$ cat src/rtl/fifo_uart_tx.sv
// Serial transmitter draining a first-word-fall-through FIFO.
// Frame: start, DATA_W bits LSB first, optional parity, STOP_BITS stops.
module fifo_uart_tx #(
  parameter int DATA_W       = 8,
  parameter int CLKS_PER_BIT = 16,
  parameter int STOP_BITS    = 1,
  parameter int PARITY_EN    = 0,
  parameter int PARITY_ODD   = 0
) (
  input  logic              ckSlow,
  input  logic              rstSlow,
  input  logic [DATA_W-1:0] fifoData,
  input  logic              fifoEmpty,
  output logic              fifoPop,
  input  logic              enable,
  output logic              txd,
  output logic              busy,
  output logic              frameDone,
  output logic [15:0]       frameCnt
);

  localparam int CW = $clog2(CLKS_PER_BIT);
  localparam int BW = $clog2(DATA_W + 1);
  localparam logic [CW-1:0] CNT_MAX   = CW'(CLKS_PER_BIT - 1);
  localparam logic [BW-1:0] DATA_LAST = BW'(DATA_W - 1);
  localparam logic [BW-1:0] STOP_LAST = BW'(STOP_BITS - 1);
  localparam logic          ODD       = (PARITY_ODD != 0);

  typedef enum logic [2:0] {
    IDLE, START, DATA, PARITY, STOP
  } state_t;

  state_t            state;
  state_t            state_nx;
  logic [CW-1:0]     clk_cnt;
  logic [BW-1:0]     bit_cnt;
  logic [DATA_W-1:0] shreg;
  logic              par_bit;
  logic [15:0]       frame_cnt;
  logic              bit_end;
  logic              last_stop;
  logic              load;

  assign bit_end   = (clk_cnt == CNT_MAX);
  assign last_stop = (state == STOP) && bit_end &&
                     (bit_cnt == STOP_LAST);
  // A pop is only legal between frames, never while in reset
  assign load = enable && !fifoEmpty && !rstSlow &&
                ((state == IDLE) || last_stop);

  always_ff @(posedge ckSlow) begin
    if (rstSlow) state <= IDLE;
    else         state <= state_nx;
  end

  always_comb begin
    state_nx = state;
    unique case (state)
      IDLE:   if (load) state_nx = START;
      START:  if (bit_end) state_nx = DATA;
      DATA:
        if (bit_end && (bit_cnt == DATA_LAST))
          state_nx = (PARITY_EN != 0) ? PARITY : STOP;
      PARITY: if (bit_end) state_nx = STOP;
      STOP:
        if (last_stop)
          state_nx = load ? START : IDLE;
      default: state_nx = IDLE;
    endcase
  end

  always_ff @(posedge ckSlow) begin
    if (rstSlow) begin
      clk_cnt   <= '0;
      bit_cnt   <= '0;
      shreg     <= '0;
      par_bit   <= 1'b0;
      frame_cnt <= '0;
    end else begin
      if ((state == IDLE) || bit_end) clk_cnt <= '0;
      else clk_cnt <= clk_cnt + 1'b1;
      // bit_cnt indexes data bits in DATA and stop bits in STOP
      if (state_nx != state) bit_cnt <= '0;
      else if (bit_end)      bit_cnt <= bit_cnt + 1'b1;
      if (load) begin
        shreg   <= fifoData;
        par_bit <= (^fifoData) ^ ODD;
      end else if ((state == DATA) && bit_end) begin
        shreg <= shreg >> 1;
      end
      if (last_stop) frame_cnt <= frame_cnt + 1'b1;
    end
  end

  always_comb begin
    txd = 1'b1;
    unique case (state)
      IDLE:    txd = 1'b1;
      START:   txd = 1'b0;
      DATA:    txd = shreg[0];
      PARITY:  txd = par_bit;
      STOP:    txd = 1'b1;
      default: txd = 1'b1;
    endcase
    busy      = (state != IDLE);
    fifoPop   = load;
    frameDone = last_stop;
    frameCnt  = frame_cnt;
  end

endmodule

$ cat config.mk
export PLATFORM = sky130hd
export DESIGN_NAME = fifo_uart_tx
export DESIGN_NICKNAME = d
export VERILOG_FILES = /design/src/rtl/fifo_uart_tx.sv
export SDC_FILE = /design/constraint.sdc
export NUM_CORES = 1
export LEC_CHECK = 0
export ABC_AREA = 1
export ABC_CLOCK_PERIOD_IN_PS = 2000
export BUFFER_PORTS_ARGS = -buffer_cell sky130_fd_sc_hd__buf_2
export CELL_PAD_IN_SITES_DETAIL_PLACEMENT = 0
export CELL_PAD_IN_SITES_GLOBAL_PLACEMENT = 1
export CORE_ASPECT_RATIO = 0.9
export CORE_MARGIN = 2
export CORE_UTILIZATION = 41
export DETAILED_ROUTE_END_ITERATION = 8
export PLACE_DENSITY = 0.77
export SYNTH_ARGS = -nofsm -noshare
export SYNTH_HDL_FRONTEND = slang
export SYNTH_SLANG_ARGS = --single-unit
$ cat constraint.sdc
create_clock -name ckSlow -period 2 [get_ports ckSlow]
set_clock_uncertainty 0.15 [all_clocks]
set_input_delay 0.2 -clock ckSlow [delete_from_list [all_inputs] [get_ports ckSlow]]
set_output_delay 0.2 -clock ckSlow [all_outputs]
set_load 0.01 [all_outputs]
==> flow_summary.html, run 1 <==
<table>
<tr><th>Metric</th><th>Value</th></tr>
<tr><th colspan="2">Clock tree</th></tr>
<tr><td>Clock tree root buffer cell</td><td>sky130_fd_sc_hd__clkbuf_8</td></tr>
<tr><td>Number of levels the H-tree was split into</td><td>2</td></tr>
<tr><td>CTS Buffer Depth</td><td>2</td></tr>
<tr><td>Clock buffer count from CTS</td><td>5</td></tr>
<tr><td>Clock latency reported for the late side of the worst-skew pair</td><td>0.29 ns</td></tr>
<tr><td>Number of buffers added to fix hold violations after cts</td><td>0</td></tr>
<tr><td>CTS tree</td><td>yes</td></tr>
<tr><td>Sinks on Clock Net</td><td>36</td></tr>
<tr><td>CTS clock-pin slew for the worst setup and hold paths</td><td>0.07 ns</td></tr>
<tr><th colspan="2">Power and ir drop</th></tr>
<tr><td>Maximum vdd drop</td><td>510.8 uV</td></tr>
<tr><td>Share of total power in combinational logic</td><td>9.0%</td></tr>
<tr><td>Power share of the clock group</td><td>38.3%</td></tr>
<tr><td>Net load switching power</td><td>334.8 uW</td></tr>
<tr><td>Switching power share of the total</td><td>24.03%</td></tr>
<tr><td>Pwr Total</td><td>1393 uW</td></tr>
<tr><td>Pwr dens</td><td>569.6 mW/mm2</td></tr>
<tr><td>Cell-internal power</td><td>1058 uW</td></tr>
<tr><td>Pleak</td><td>0.001032 uW</td></tr>
<tr><td>Sequential power share</td><td>52.7%</td></tr>
<tr><th colspan="2">Finish</th></tr>
<tr><td>Diode count</td><td>0</td></tr>
<tr><td>Post-layout nets</td><td>343</td></tr>
<tr><td>Final-layout fill cell count</td><td>522</td></tr>
<tr><td>Utilization after layout</td><td>50.28%</td></tr>
<tr><td>Area grow syn2layout</td><td>17.07%</td></tr>
<tr><td>Fraction of layout cells with a size suffix above 1</td><td>22.87%</td></tr>
<tr><td>Register area</td><td>724.4 um2</td></tr>
<tr><td>Multi-input logic area</td><td>0.001225 mm2</td></tr>
<tr><td>Number of non-filler instances in the completed layout</td><td>393</td></tr>
<tr><th colspan="2">Timing</th></tr>
<tr><td>Setup tns final</td><td>0 ns</td></tr>
<tr><td>Post-layout minimum cycle time</td><td>1.882 ns</td></tr>
<tr><td>Setup repair after global routing missed its margin</td><td>false</td></tr>
<tr><td>Hold violation count in the final report</td><td>0</td></tr>
<tr><td>Ratio of final minimum period to clock period</td><td>94.11%</td></tr>
<tr><td>Slew Viols, Final</td><td>0</td></tr>
<tr><td>Slack of the critical path</td><td>0.1178 ns</td></tr>
<tr><td>F_max</td><td>531.3 MHz</td></tr>
<tr><td>Setup-violating endpoint count in the final report</td><td>0</td></tr>
<tr><td>Relative slew slack</td><td>74.67%</td></tr>
<tr><td>Actual slew at the worst max-slew pin</td><td>0.3776 ns</td></tr>
<tr><th colspan="2">Placed design</th></tr>
<tr><td>Number of port buffers</td><td>31</td></tr>
<tr><td>Cell count after placement</td><td>382</td></tr>
<tr><td>Dpl hpwl</td><td>3.340 mm</td></tr>
<tr><td>Gpl congestion</td><td>0.7936</td></tr>
<tr><td>DP Worst Slack</td><td>0.1622 ns</td></tr>
<tr><th colspan="2">Setup path</th></tr>
<tr><td>Dominant delay contributor by cell family on the critical path</td><td>buffers and inverters</td></tr>
<tr><td>Max incr delay on CP</td><td>0.32 ns</td></tr>
<tr><td>Data required time of the critical path</td><td>1.65 ns</td></tr>
<tr><td>Critical Path Sink Type</td><td>primary output</td></tr>
<tr><td>Largest fanout on the critical path</td><td>8</td></tr>
<tr><td>WP buf/inv</td><td>3</td></tr>
<tr><td>Slowest cell on the critical path</td><td>sky130_fd_sc_hd__dfxtp_1</td></tr>
<tr><td>Critical path startpoint category</td><td>flop</td></tr>
<tr><td>Category of the critical setup timing path</td><td>flop to primary output</td></tr>
<tr><td>CP arrival</td><td>1.53 ns</td></tr>
<tr><td>Chain of cells forming the critical path</td><td>inv_1, ha_1, nand2_4, nor2_4, nand2_4, inv_1, buf_2</td></tr>
<tr><th colspan="2">Floorplan</th></tr>
<tr><td>Std-Cell Core Area</td><td>0.004865 mm2</td></tr>
<tr><td>Die H</td><td>71.73 um</td></tr>
<tr><td>Die X-Extent</td><td>79.25 um</td></tr>
<tr><td>Initial core utilization</td><td>42.95%</td></tr>
<tr><td>Total number of placement rows</td><td>24</td></tr>
<tr><td>I/O pin count</td><td>32</td></tr>
<tr><td>Area of the die</td><td>0.005684 mm2</td></tr>
<tr><th colspan="2">Logic synthesis</th></tr>
<tr><td>Number of nets produced by synthesis</td><td>302</td></tr>
<tr><td>Share of the yosys chip area belonging to registers</td><td>34.49%</td></tr>
<tr><td>Synthesized netlist cell count</td><td>286</td></tr>
<tr><td>FFs w/ async S/R, synth</td><td>0%</td></tr>
<tr><td>Number of flops mapped to enable cells by yosys</td><td>0</td></tr>
<tr><td>Post-synthesis register bit count</td><td>36</td></tr>
<tr><td>YS warnings</td><td>0</td></tr>
<tr><td>Top flip-flop cell by instance count after synthesis</td><td>sky130_fd_sc_hd__dfxtp_1</td></tr>
<tr><td>Average cell area after synthesis</td><td>7.306 um2</td></tr>
<tr><td>Synth cell types</td><td>35</td></tr>
<tr><td>Mapped Area</td><td>0.002090 mm2</td></tr>
<tr><th colspan="2">Detailed routing</th></tr>
<tr><td>Drt first pass iters</td><td>4</td></tr>
<tr><td>Number of violations reported at the end of detailed-routing iteration 0</td><td>119</td></tr>
<tr><td>Drt via density</td><td>4.707</td></tr>
<tr><td>Number of nets with antenna violations after routing</td><td>0</td></tr>
<tr><td>DRC violation count after routing</td><td>0</td></tr>
<tr><td>Number of vias after detailed routing</td><td>1850</td></tr>
<tr><td>Average wire per cell in the routed design</td><td>11.32 um</td></tr>
<tr><td>Routed WL</td><td>4.448 mm</td></tr>
<tr><th colspan="2">GRT</th></tr>
<tr><td>Pin count of the biggest net entering global routing</td><td>22</td></tr>
<tr><td>Initial antenna violation count</td><td>0</td></tr>
<tr><td>First-pass GRT wire length</td><td>7.493 mm</td></tr>
<tr><td>Number of global-route vias before repair</td><td>1689</td></tr>
<tr><td>All-Layer GR Usage</td><td>16.93%</td></tr>
<tr><td>Leftover overflow at the end of global routing</td><td>0</td></tr>
<tr><th colspan="2">Status</th></tr>
<tr><td>Status</td><td>finished, final reports clean</td></tr>
<tr><th colspan="2">Job</th></tr>
<tr><td>Max-capacitance violation count</td><td>0</td></tr>
<tr><th colspan="2">Worst hold path</th></tr>
<tr><td>Class of the tightest hold or removal check</td><td>primary input to flop</td></tr>
</table>
[Yosys cell counts (2+ instances only)]
| cell | instances | area, um2 |
|---|---|---|
| sky130_fd_sc_hd__nor2_1 | 33 | 123.9 |
| sky130_fd_sc_hd__inv_1 | 24 | 90.09 |
| sky130_fd_sc_hd__nor3_1 | 2 | 10.01 |
| sky130_fd_sc_hd__nand3_1 | 19 | 95.09 |
| sky130_fd_sc_hd__ha_1 | 4 | 50.05 |
| sky130_fd_sc_hd__nand2_8 | 2 | 40.04 |
| sky130_fd_sc_hd__nand2_4 | 2 | 22.52 |
| sky130_fd_sc_hd__o21ai_0 | 5 | 25.02 |
| sky130_fd_sc_hd__nand3b_1 | 8 | 60.06 |
| sky130_fd_sc_hd__o21ai_1 | 2 | 10.01 |
| sky130_fd_sc_hd__o21ai_2 | 2 | 17.52 |
| sky130_fd_sc_hd__dfxtp_1 | 36 | 720.7 |
| sky130_fd_sc_hd__a21oi_2 | 2 | 17.52 |
| sky130_fd_sc_hd__buf_6 | 2 | 22.52 |
| sky130_fd_sc_hd__xor2_1 | 9 | 78.83 |
| sky130_fd_sc_hd__nand3_2 | 2 | 20.02 |
| sky130_fd_sc_hd__a21oi_1 | 21 | 105.1 |
| sky130_fd_sc_hd__nand4_1 | 3 | 18.77 |
| sky130_fd_sc_hd__nand2_1 | 79 | 296.5 |
| sky130_fd_sc_hd__xnor2_1 | 8 | 70.07 |
| sky130_fd_sc_hd__nor2_2 | 2 | 12.51 |
| sky130_fd_sc_hd__nor3_2 | 2 | 20.02 |
| sky130_fd_sc_hd__nor2_4 | 5 | 56.30 |
[worst paths after layout]
path                            slack [ns]                    end  depth (start not counted)                    start
worst max-delay path                  0.12              frameDone                          7  bit_cnt[1]$_SDFFE_PP0P_
worst min-delay path                  0.03  shreg[0]$_SDFFE_PP0P_                          3              fifoData[0]
worst max register to register        0.16  shreg[0]$_SDFFE_PP0P_                         10    clk_cnt[1]$_SDFF_PP0_
worst min register to register        0.29  clk_cnt[0]$_SDFF_PP0_                          1    clk_cnt[0]$_SDFF_PP0_
[worst min-delay path: cells and delay by family]
family	cells	cell delay, ns
compound gates	1	0.06
buf+inv	1	0.10
simple gates	1	0.07
[state kept, by name, summed over array words and instances, names as in the netlist]
register  cells
bit_cnt       4
clk_cnt       4
frameCnt     16
par_bit       1
shreg         8
state         3
[area by class of cell]
type | instances | area share, %
multi-input combinational | 217 | 50.08
tap | 65 | 3.325
timing repair buffer | 40 | 9.105
inverter | 27 | 4.194
sequential | 36 | 29.62
clock buffer | 8 | 3.683
[layout by cell type (no fill, tap or decap), types with 5 or more instances in the layout]
cell type,count
sky130_fd_sc_hd__a21oi_1,21
sky130_fd_sc_hd__xor2_1,9
sky130_fd_sc_hd__xnor2_1,8
sky130_fd_sc_hd__buf_4,9
sky130_fd_sc_hd__buf_2,31
sky130_fd_sc_hd__inv_1,24
sky130_fd_sc_hd__nand2_1,79
sky130_fd_sc_hd__nand3b_1,8
sky130_fd_sc_hd__nor2_1,33
sky130_fd_sc_hd__clkbuf_8,6
sky130_fd_sc_hd__nor2_4,5
sky130_fd_sc_hd__o21ai_0,5
sky130_fd_sc_hd__nand3_1,19
sky130_fd_sc_hd__dfxtp_1,33
[per-stage QoR]
| step | hold WS, ns | cell area [um2] |
|---|---|---|
| after global routing | 0.04244 | 2446 |
| after detailed placement | 0.2895 | 2317 |
| after CTS | 0.02994 | 2446 |
| after global placement | 0.2792 | 2317 |
| final | 0.03105 | 2446 |
| after floorplan | 0.1839 | 2090 |
[repair_timing]
action                                  in CTS  in global routing
resized for setup                            5                  0
setup buffers                                3                  0
hold endpoints to repair                     0                  0
endpoints found under the setup margin       2                  0
[per-layer routing]
metal / up-vias / GRT usage, % / part of all wire (%)
li1: 994 / - / -
met1: 815 / 23.05 / 50
met2: 37 / 26.27 / 44
met3: 4 / 3.778 / 4.4
met4: 0 / 6.513 / 0.88
met5: - / 0 / 0
[power by group through the flow]
stage	logic [uW]	clock network, uW	registers, uW
4_1_cts	127	554	734
6_report	125	533	735
2_1_floorplan	88.2	0	749
5_1_grt	144	583	735
3_3_place_gp	124	0	751
3_5_place_dp	125	0	750
[kinds of logic after synthesis]
family	count (synthesis)	synth area share (%)
xor gates and xnor gates	17	7.126
buffers and inverters	33	7.484
DFF	36	34.49
adders and majority gates	4	2.395
AOI/OAI and AO/OA	32	8.383
and+or+nand+nor	164	40.12
Note: power is estimated with default switching activity, not from simulation.
==> run 2: changes to the inputs <==
==> constraint.sdc (replaced) <==
create_clock -name ckSlow -period 2 [get_ports ckSlow]
set_clock_uncertainty 0.15 [all_clocks]
set_input_delay 0.2 -clock ckSlow [delete_from_list [all_inputs] [get_ports ckSlow]]
set_output_delay 0.2 -clock ckSlow [all_outputs]
set_load 0.05 [all_outputs]
==> flow_summary.html, run 2 (synthesis results as in run 1) <==
<table>
<tr><th>Metric</th><th>Value</th></tr>
<tr><th colspan="2">Job</th></tr>
<tr><td>Max-capacitance violation count</td><td>0 (unchanged)</td></tr>
<tr><th colspan="2">GRT</th></tr>
<tr><td>Leftover overflow at the end of global routing</td><td>0 (unchanged)</td></tr>
<tr><td>Pin count of the biggest net entering global routing</td><td>22 (unchanged)</td></tr>
<tr><td>Most crowded layer after global routing</td><td>met1 (was met2)</td></tr>
<tr><td>All-Layer GR Usage</td><td>16.47% (was 16.93%)</td></tr>
<tr><td>GR Layer Usage met2</td><td>24.01% (was 26.27%)</td></tr>
<tr><td>Number of global-route vias before repair</td><td>1682 (was 1689)</td></tr>
<tr><td>Initial antenna violation count</td><td>0 (unchanged)</td></tr>
<tr><td>GR Util met3</td><td>4.030% (was 3.778%)</td></tr>
<tr><td>Global routing usage on met1</td><td>24.90% (was 23.05%)</td></tr>
<tr><td>First-pass GRT wire length</td><td>7.514 mm (was 7.493 mm)</td></tr>
<tr><th colspan="2">Power and ir drop</th></tr>
<tr><td>Pwr dens</td><td>572.9 mW/mm2 (was 569.6 mW/mm2)</td></tr>
<tr><td>Pleak</td><td>0.001041 uW (was 0.001032 uW)</td></tr>
<tr><td>Switching power share of the total</td><td>25.33% (was 24.03%)</td></tr>
<tr><td>Power share of the clock group</td><td>38.1% (was 38.3%)</td></tr>
<tr><td>Maximum vdd drop</td><td>357.2 uV (was 510.8 uV)</td></tr>
<tr><td>Sequential power share</td><td>51.9% (was 52.7%)</td></tr>
<tr><td>Cell-internal power</td><td>1058 uW (about the same)</td></tr>
<tr><td>Share of total power in combinational logic</td><td>10.0% (was 9.0%)</td></tr>
<tr><td>Pwr Total</td><td>1416 uW (was 1393 uW)</td></tr>
<tr><td>Net load switching power</td><td>358.8 uW (was 334.8 uW)</td></tr>
<tr><th colspan="2">Timing</th></tr>
<tr><td>Relative slew slack</td><td>66.07% (was 74.67%)</td></tr>
<tr><td>Setup repair after global routing missed its margin</td><td>true (was false)</td></tr>
<tr><td>F_max</td><td>522.9 MHz (was 531.3 MHz)</td></tr>
<tr><td>Slack of the critical path</td><td>0.08754 ns (was 0.1178 ns)</td></tr>
<tr><td>Post-layout minimum cycle time</td><td>1.912 ns (was 1.882 ns)</td></tr>
<tr><td>Slew Viols, Final</td><td>0 (unchanged)</td></tr>
<tr><td>Setup-violating endpoint count in the final report</td><td>0 (unchanged)</td></tr>
<tr><td>Ratio of final minimum period to clock period</td><td>95.62% (was 94.11%)</td></tr>
<tr><td>Hold violation count in the final report</td><td>0 (unchanged)</td></tr>
<tr><td>Actual slew at the worst max-slew pin</td><td>0.5084 ns (was 0.3776 ns)</td></tr>
<tr><th colspan="2">Clock tree</th></tr>
<tr><td>Clock tree root buffer cell</td><td>sky130_fd_sc_hd__clkbuf_8 (unchanged)</td></tr>
<tr><td>CTS clock-pin slew for the worst setup and hold paths</td><td>0.07 ns (about the same)</td></tr>
<tr><td>CTS Buffer Depth</td><td>2 (unchanged)</td></tr>
<tr><td>Number of levels the H-tree was split into</td><td>2 (unchanged)</td></tr>
<tr><td>CTS tree</td><td>yes (unchanged)</td></tr>
<tr><td>Number of buffers added to fix hold violations after cts</td><td>0 (unchanged)</td></tr>
<tr><td>Sinks on Clock Net</td><td>36 (unchanged)</td></tr>
<tr><td>Clock latency reported for the late side of the worst-skew pair</td><td>0.28 ns (was 0.29 ns)</td></tr>
<tr><td>Clock buffer count from CTS</td><td>5 (unchanged)</td></tr>
<tr><th colspan="2">Floorplan</th></tr>
<tr><td>Die H</td><td>71.73 um (unchanged)</td></tr>
<tr><td>Initial core utilization</td><td>42.95% (unchanged)</td></tr>
<tr><td>Area of the die</td><td>0.005684 mm2 (unchanged)</td></tr>
<tr><td>Std-Cell Core Area</td><td>0.004865 mm2 (unchanged)</td></tr>
<tr><td>Total number of placement rows</td><td>24 (unchanged)</td></tr>
<tr><td>I/O pin count</td><td>32 (unchanged)</td></tr>
<tr><td>Die X-Extent</td><td>79.25 um (unchanged)</td></tr>
<tr><th colspan="2">Finish</th></tr>
<tr><td>Post-layout nets</td><td>344 (was 343)</td></tr>
<tr><td>Area of all placed cells without fillers</td><td>0.002472 mm2 (was 0.002446 mm2)</td></tr>
<tr><td>Most common cell after layout, fill and taps aside</td><td>sky130_fd_sc_hd__nand2_1 (unchanged)</td></tr>
<tr><td>Area grow syn2layout</td><td>18.32% (was 17.07%)</td></tr>
<tr><td>Number of flip-flops under the largest register name</td><td>16 (unchanged)</td></tr>
<tr><td>Fraction of layout cells with a size suffix above 1</td><td>23.40% (was 22.87%)</td></tr>
<tr><td>Most used cells in the layout excluding fill and tap cells</td><td>sky130_fd_sc_hd__nand2_1 (79), sky130_fd_sc_hd__dfxtp_1 (35), sky130_fd_sc_hd__nor2_1 (33), sky130_fd_sc_hd__buf_2 (29), sky130_fd_sc_hd__inv_1 (24) (was sky130_fd_sc_hd__nand2_1 (79), sky130_fd_sc_hd__nor2_1 (33), sky130_fd_sc_hd__dfxtp_1 (33), sky130_fd_sc_hd__buf_2 (31), sky130_fd_sc_hd__inv_1 (24))</td></tr>
<tr><td>Diode count</td><td>0 (unchanged)</td></tr>
<tr><th colspan="2">Detailed routing</th></tr>
<tr><td>Number of vias after detailed routing</td><td>1842 (was 1850)</td></tr>
<tr><td>Drt first pass iters</td><td>4 (unchanged)</td></tr>
<tr><td>Number of violations reported at the end of detailed-routing iteration 0</td><td>91 (was 119)</td></tr>
<tr><td>Number of nets with antenna violations after routing</td><td>0 (unchanged)</td></tr>
<tr><td>Routed WL</td><td>4.426 mm (was 4.448 mm)</td></tr>
<tr><td>Average wire per cell in the routed design</td><td>11.23 um (was 11.32 um)</td></tr>
<tr><td>DRC violation count after routing</td><td>0 (unchanged)</td></tr>
<tr><td>Drt via density</td><td>4.675 (was 4.707)</td></tr>
<tr><th colspan="2">Setup path</th></tr>
<tr><td>WP buf/inv</td><td>2 (was 3)</td></tr>
<tr><td>Logic depth of the worst setup path including buffers</td><td>6 (was 7)</td></tr>
<tr><td>Category of the critical setup timing path</td><td>flop to primary output (unchanged)</td></tr>
<tr><td>Reg-to-reg critical path endpoint</td><td>shreg[0]$_SDFFE_PP0P_ (unchanged)</td></tr>
<tr><td>Worst R2R Path Depth</td><td>9 (was 10)</td></tr>
<tr><td>Reg-to-Reg Start</td><td>clk_cnt[0]$_SDFF_PP0_ (was clk_cnt[1]$_SDFF_PP0_)</td></tr>
<tr><td>Slowest cell on the critical path</td><td>sky130_fd_sc_hd__dfxtp_1 (unchanged)</td></tr>
<tr><td>Setup slack of the worst register-to-register path</td><td>0.26 ns (was 0.16 ns)</td></tr>
<tr><td>Critical Path Sink Type</td><td>primary output (unchanged)</td></tr>
<tr><td>Data required time of the critical path</td><td>1.65 ns (about the same)</td></tr>
<tr><td>Critical path startpoint category</td><td>flop (unchanged)</td></tr>
<tr><td>Largest fanout on the critical path</td><td>6 (was 8)</td></tr>
<tr><td>Max incr delay on CP</td><td>0.39 ns (was 0.32 ns)</td></tr>
<tr><td>CP arrival</td><td>1.56 ns (was 1.53 ns)</td></tr>
<tr><td>Chain of cells forming the critical path</td><td>ha_4, nand3_4, nor2_4, nand2_4, inv_1, buf_4 (was inv_1, ha_1, nand2_4, nor2_4, nand2_4, inv_1, buf_2)</td></tr>
<tr><td>Dominant delay contributor by cell family on the critical path</td><td>buffers and inverters (unchanged)</td></tr>
<tr><th colspan="2">Placed design</th></tr>
<tr><td>DP Area</td><td>0.002317 mm2 (unchanged)</td></tr>
<tr><td>Number of port buffers</td><td>31 (unchanged)</td></tr>
<tr><td>Gpl congestion</td><td>0.7989 (was 0.7936)</td></tr>
<tr><td>DP Worst Slack</td><td>0.1911 ns (was 0.1622 ns)</td></tr>
<tr><td>Dpl hpwl</td><td>3.279 mm (was 3.340 mm)</td></tr>
<tr><th colspan="2">Worst hold path</th></tr>
<tr><td>Class of the tightest hold or removal check</td><td>primary input to flop (unchanged)</td></tr>
<tr><td>Hold worst-path end</td><td>shreg[0]$_SDFFE_PP0P_ (unchanged)</td></tr>
<tr><td>Start point of the worst hold path</td><td>fifoData[0] (unchanged)</td></tr>
<tr><td>Hold path depth</td><td>3 (unchanged)</td></tr>
<tr><th colspan="2">Status</th></tr>
<tr><td>Status</td><td>finished, final reports clean (unchanged)</td></tr>
</table>
-- run 2: cell types whose count changed in the layout (fill, tap and decap cells not counted), sizes merged --
cell / change
clkbuf: -2
buf: +1
clkinv: +1
inv: +1
-- run 2: per-stage QoR --
step                      util [%]  std cells  TNS (ns)  hold slack (ns)
after floorplan                  -        286         0           0.1839
after global placement       47.63        382         0           0.2808
after detailed placement     47.63        382         0           0.2932
after CTS                    50.00        390         0          0.03609
after global routing         50.82        394  -0.01838          0.05103
final                        50.82        394         0          0.04023
-- run 2: cell type report --
class	count	area (um2)
fill	509	2392
multi-input combinational	217	1227
sequential	36	721.9
timing repair buffer	41	242.7
inverter	27	106.4
clock buffer	6	82.58
tap	65	81.33
clock inverter	2	10.01
-- run 2: power groups by stage --
| stage | logic [uW] | registers (uW) | clock network [uW] |
|---|---|---|---|
| after global routing | 159 | 735 | 587 |
| after global placement | 134 | 751 | 0 |
| after detailed placement | 134 | 751 | 0 |
| after CTS | 136 | 734 | 554 |
| after floorplan | 97.7 | 749 | 0 |
| final | 142 | 735 | 540 |
-- run 2: worst min-delay path: cells and delay by family --
family | cells | cell delay, ns
buffers and inverters | 1 | 0.11
and+or+nand+nor | 1 | 0.07
AOI/OAI and AO/OA | 1 | 0.06
-- run 2: worst max path at each step --
stage / start / end / slack, ns
finish: clk_cnt[0]$_SDFF_PP0_ / frameDone / 0.09
global placement: clk_cnt[0]$_SDFF_PP0_ / fifoPop / 0.21
CTS: clk_cnt[0]$_SDFF_PP0_ / fifoPop / 0.02
floorplan: state[2]$_SDFF_PP0_ / txd / 0.04
detailed placement: clk_cnt[0]$_SDFF_PP0_ / fifoPop / 0.19
global route: bit_cnt[1]$_SDFFE_PP0P_ / fifoPop / -0.01
-- run 2: per-layer routing --
metal  vias to the layer above  wire [um]
met3                         2        160
li1                        996          -
met4                         0         16
met1                       813       2397
met5                         -          0
met2                        31       1851
-- run 2: timing repair --
item                       CTS  global route
resized for setup            6             4
setup endpoints to repair    2             2
gates cloned                 0             0
pin swaps                    1             0
setup buffers                0             4
